===== src/rtl/ps2_kbd_device_tx.sv =====
// Device-side PS/2 keyboard transmitter: key event -> [E0][F0] code byte frames on open-collector lines.
// Optional PS2_TX_RETRY_EN: resend an aborted byte instead of dropping the rest of the event.
module ps2_kbd_device_tx #(
  parameter int HALF_CYC = 2500,
  parameter int GAP_CYC  = 5000
) (
  input  logic       clk,
  input  logic       reset,
  input  logic [7:0] key_code,
  input  logic       key_ext,
  input  logic       key_brk,
  input  logic       key_valid,
  output logic       key_ready,
  input  logic       ps2_clk_in,
  input  logic       ps2_dat_in,
  output logic       ps2_clk_oe,
  output logic       ps2_dat_oe,
  output logic       busy,
  output logic       done_pulse,
  output logic       abort_pulse
);
  localparam int CMAX = (HALF_CYC > GAP_CYC) ? HALF_CYC : GAP_CYC;
  localparam int CW   = $clog2(CMAX + 1);
  localparam logic [CW-1:0] HALF_LAST = CW'(HALF_CYC - 1);
  localparam logic [CW-1:0] GAP_LAST  = CW'(GAP_CYC - 1);

  typedef enum logic [2:0] {
    S_IDLE, S_CHK, S_BIT_HI, S_BIT_LO, S_GAP, S_ABORT
  } state_t;

  state_t        r_state, w_state_next;
  logic [CW-1:0] r_cnt, w_cnt_next;
  logic [3:0]    r_bit, w_bit_next;
  logic [1:0]    r_idx, w_idx_next;
  logic [1:0]    r_last_idx;
  logic [7:0]    r_byte0, r_byte1, r_byte2;
  logic [10:0]   r_frame;
  logic          r_clk_meta, r_clk_sync, r_dat_meta, r_dat_sync;
  logic          r_done;
  logic          w_accept, w_load_frame, w_done_set;
  logic [7:0]    w_byte;

  always_ff @(posedge clk) begin
    if (reset) begin
      r_state    <= S_IDLE;
      r_cnt      <= '0;
      r_bit      <= '0;
      r_idx      <= '0;
      r_done     <= 1'b0;
      r_clk_meta <= 1'b1;
      r_clk_sync <= 1'b1;
      r_dat_meta <= 1'b1;
      r_dat_sync <= 1'b1;
    end else begin
      r_state    <= w_state_next;
      r_cnt      <= w_cnt_next;
      r_bit      <= w_bit_next;
      r_idx      <= w_idx_next;
      r_done     <= w_done_set;
      r_clk_meta <= ps2_clk_in;
      r_clk_sync <= r_clk_meta;
      r_dat_meta <= ps2_dat_in;
      r_dat_sync <= r_dat_meta;
    end
  end

  // Byte slots hold the prefix bytes followed by the code; unused slots are don't-care.
  always_ff @(posedge clk) begin
    if (w_accept) begin
      r_byte0    <= key_ext ? 8'hE0 : (key_brk ? 8'hF0 : key_code);
      r_byte1    <= (key_ext && key_brk) ? 8'hF0 : key_code;
      r_byte2    <= key_code;
      r_last_idx <= 2'(key_ext) + 2'(key_brk);
    end
    if (w_load_frame) begin
      r_frame <= {1'b1, ~^w_byte, w_byte, 1'b0};
    end
  end

  always_comb begin
    case (r_idx)
      2'd0:    w_byte = r_byte0;
      2'd1:    w_byte = r_byte1;
      default: w_byte = r_byte2;
    endcase
  end

  always_comb begin
    w_state_next = r_state;
    w_cnt_next   = r_cnt;
    w_bit_next   = r_bit;
    w_idx_next   = r_idx;
    w_accept     = 1'b0;
    w_load_frame = 1'b0;
    w_done_set   = 1'b0;
    case (r_state)
      S_IDLE: begin
        if (key_valid) begin
          w_accept     = 1'b1;
          w_idx_next   = '0;
          w_cnt_next   = '0;
          w_state_next = S_CHK;
        end
      end
      S_CHK: begin
        if (r_clk_sync && r_dat_sync) begin
          if (r_cnt == HALF_LAST) begin
            w_load_frame = 1'b1;
            w_bit_next   = '0;
            w_cnt_next   = '0;
            w_state_next = S_BIT_HI;
          end else begin
            w_cnt_next = r_cnt + 1'b1;
          end
        end else begin
          w_cnt_next = '0;
        end
      end
      S_BIT_HI: begin
        if (r_cnt == HALF_LAST) begin
          w_cnt_next   = '0;
          // Clock still low after our release means the host is inhibiting.
          w_state_next = r_clk_sync ? S_BIT_LO : S_ABORT;
        end else begin
          w_cnt_next = r_cnt + 1'b1;
        end
      end
      S_BIT_LO: begin
        if (r_cnt == HALF_LAST) begin
          w_cnt_next = '0;
          if (r_bit == 4'd10) begin
            w_state_next = S_GAP;
          end else begin
            w_bit_next   = r_bit + 1'b1;
            w_state_next = S_BIT_HI;
          end
        end else begin
          w_cnt_next = r_cnt + 1'b1;
        end
      end
      S_GAP: begin
        if (r_cnt == GAP_LAST) begin
          w_cnt_next = '0;
          if (r_idx == r_last_idx) begin
            w_done_set   = 1'b1;
            w_state_next = S_IDLE;
          end else begin
            w_idx_next   = r_idx + 1'b1;
            w_state_next = S_CHK;
          end
        end else begin
          w_cnt_next = r_cnt + 1'b1;
        end
      end
      S_ABORT: begin
        w_cnt_next = '0;
`ifdef PS2_TX_RETRY_EN
        w_state_next = S_CHK;
`else
        w_state_next = S_IDLE;
`endif
      end
      default: w_state_next = S_IDLE;
    endcase
  end

  assign key_ready   = (r_state == S_IDLE);
  assign busy        = (r_state != S_IDLE);
  assign ps2_clk_oe  = (r_state == S_BIT_LO);
  assign ps2_dat_oe  = ((r_state == S_BIT_HI) || (r_state == S_BIT_LO)) && !r_frame[r_bit];
  assign done_pulse  = r_done;
  assign abort_pulse = (r_state == S_ABORT);
endmodule


===== config.mk =====
export PLATFORM = sky130hd
export DESIGN_NAME = ps2_kbd_device_tx
export DESIGN_NICKNAME = d
export VERILOG_FILES = /design/src/rtl/ps2_kbd_device_tx.sv
export SDC_FILE = /design/constraint.sdc
export NUM_CORES = 1
export LEC_CHECK = 0
export CORE_UTILIZATION = 48
export CTS_BUF_LIST = sky130_fd_sc_hd__clkbuf_16
export CTS_CLUSTER_SIZE = 24
export DETAILED_ROUTE_END_ITERATION = 10
export PLACE_DENSITY_LB_ADDON = 0.25
export SYNTH_ARGS = -nofsm -noshare
export SYNTH_HDL_FRONTEND = slang
export SYNTH_SLANG_ARGS = --single-unit

===== constraint.sdc =====
create_clock -name clk -period 3.7 [get_ports clk]
set_clock_uncertainty 0.15 [all_clocks]
set_input_delay 0.555 -clock clk [delete_from_list [all_inputs] [get_ports clk]]
set_output_delay 0.555 -clock clk [all_outputs]
set_load 0.02 [all_outputs]

==> results.toml <==
[clocking]
hold_buffers = 0
cts.clk_slew.worst_paths_ns = 0.05
clockBufferDepth = 2
cts_sinks = 62
cts_htree_levels = 3
cts_setup_buffers = 0
clock_latency_ns = 0.33
cts-root-buf = "clkbuf_16"
cts_resized = 0
numCtsBuffers = 9
cts_tree = "done"

[sta]
worst_slew_pin_slew_ns = 0.728
hold_viol = 0
grt_setup_unrepaired = "no"
min_period_ns = 2.95
slew_viol_final = 0
clock.fmax_mhz = 339
fin_setup_tns_ns = 0
slew_headroom = 0.513
setup_viol = 0
post-route-period-util = 0.797

[floorplan]
core-area_mm2 = 0.00603
die_w_um = 81.5
start_util = 0.504
fp.dieArea_mm2 = 0.00665
num_rows = 28
pin_count = 21
die_h_um = 81.5

[setup_path]
worstSetupPathType = "register to output port"
cp_top_family = "buffers and inverters"
reg2reg_setup_slack_ns = 1.27
critPathArrivalTime_ns = 2.24
crit_path_end_kind = "output port"
worstPathMaxFanout = 9
path_cells = "mux4_2, a21oi_1, o211a_1, clkdlybuf4s50_1"
path_buf_inv = 1
max_stage_delay_ns = 0.59
crit_path_start_kind = "register"
critPathRequiredTime_ns = 2.99
slowest_stage = "clkdlybuf4s50_1"

[yosys]
ys_seq_elements = 62
yosys.area.top_type = "edfxtp_1"
syn_avg_cell_area_um2 = 10.8
synth-main-ff-cell = "edfxtp_1"
synthCells = 282
yosysWarnings = 0
synth_area_leaders = "edfxtp_1, dfxtp_1, xor2_1, ha_1, a22o_1"
synth_area_mm2 = 0.00304
synth_nets = 305
yosysTopAreaCellShare = 0.346
synth_edf_count = 35
ys_async_sr_fraction = 0
yosys.cell_types.count = 52
synth_seq_area_share = 0.524
synth_most_common_cell = "edfxtp_1"
synth_common_cells = "edfxtp_1, dfxtp_1, nand2_1, nor2_1, xor2_1"

[pwr]
leakage_nw = 1.30
power_mw = 2.11
powerDensity_mw_per_mm2 = 592
max-vdd-ir-drop_mv = 0.406

[route]
drc_errors = 0
ant_nets = 0
totalWireLength_um = 5570
drt_iter0_drc = 147
post_drt_wl_per_cell_um = 14.6
num_vias = 2079
first_pass_iters = 4
vias_per_cell = 5.44

[place]
io_buffer_count = 20
hpwl_um = 3770
place.gp.congestion = 0.781

[grt]
overflow = 0
grt_pass1_wl_um = 9290
grt_max_degree = 28
grt_pass1_vias = 1985
antenna_found_initial = 0
track_usage = 0.191

[layout]
diodes = 0
utilization = 0.591
nets = 325
syn2layout_area_growth_pct = 17.3
drive_gt1_frac = 0.121

[worst_hold_path]
hold_path.class = "register to register"

[run]
maxCapViolCount = 0

[status]
status = "complete, no violations"
-- where the power goes --
group          internal (mW)  total (mW)  switching, mW
Combinational          0.190       0.443          0.253
Sequential             0.845       0.912         0.0667
Clock                  0.453       0.756          0.303
-- sequential cells by signal (all words and copies together) (netlist names), 2 cells and up --
signal and count:
r_frame 9, r_byte1 8, r_state 3, r_byte2 8
r_last_idx 2, r_bit 4, r_idx 2, r_cnt 13
r_byte0 8
-- cells in the final DEF (no fill, tap or decap), types with 2 or more instances in the layout --
cell             count
o21ai_0              6
mux2_2               2
clkinv_4             3
dfxtp_1             27
and3b_1              3
nand3_1              5
a21o_1               9
xor2_1              14
nand2b_1             6
or3_1                2
and4_1               2
and3_1               3
nor4b_1              2
inv_1                7
buf_4                2
nand4_1             11
nor3_1               5
xnor2_1              3
ha_1                 8
nor2_1              21
and4_2               2
nor3b_1              3
a22o_1               9
edfxtp_1            35
nor2b_1              6
nand3b_1             4
clkinv_2             2
clkbuf_16            9
a31oi_1              2
clkdlybuf4s50_1     20
or2_2                9
nand2_1             21
and2_1               9
a21oi_1             12
-- through the flow --
stage               std cells  setup WS (ns)  hold slack [ns]  area [µm²]
finish                    382          0.751            0.259        3560
global route              382          0.628            0.285        3560
CTS                       382          0.734            0.262        3560
detailed placement        366           1.10            0.244        3290
global placement          366           1.11            0.242        3290
floorplan                 282          0.266            0.239        3040
-- cell families after synthesis --
group	Yosys count	synth area share
compound gates	51	0.120
xor+xnor	17	0.0490
fa+ha+maj	8	0.0330
buf+inv	20	0.0288
flops	62	0.524
mux	3	0.0148
simple gates	121	0.230
-- final cells by class --
cell class,count,area (µm²)
fillers,537,2460
flip-flops and latches,62,1590
multi-input cells,200,1360
clock buffers,9,225
repair buffers,22,215
well taps,75,93.8
clock inverters,7,48.8
inverters,7,26.3
-- metal layers --
| layer | vias to the layer above | routed length (µm) | part of all wire | track usage |
|---|---|---|---|---|
| met1 | 974 | 2680 | 0.48 | 0.236 |
| met4 | 0 | 65 | 0.012 | 0.0643 |
| li1 | 1066 | - | - | - |
| met2 | 34 | 2610 | 0.47 | 0.306 |
| met5 | - | 0 | 0 | 0 |
| met3 | 5 | 213 | 0.038 | 0.0711 |
-- path summary, 6_finish.rpt --
| kind | from | endpoint | cells past startpoint |
|---|---|---|---|
| setup / recovery | r_bit[0]$_SDFFE_PP0P_ | ps2_dat_oe | 4 |
| setup reg to reg | r_idx[0]$_SDFFE_PP0P_ | r_frame[9]$_DFFE_PP_ | 7 |
| hold / removal | r_dat_meta$_SDFF_PP1_ | r_dat_sync$_SDFF_PP1_ | 1 |
| hold reg to reg | r_dat_meta$_SDFF_PP1_ | r_dat_sync$_SDFF_PP1_ | 1 |
(Power assumes the default switching activity.)
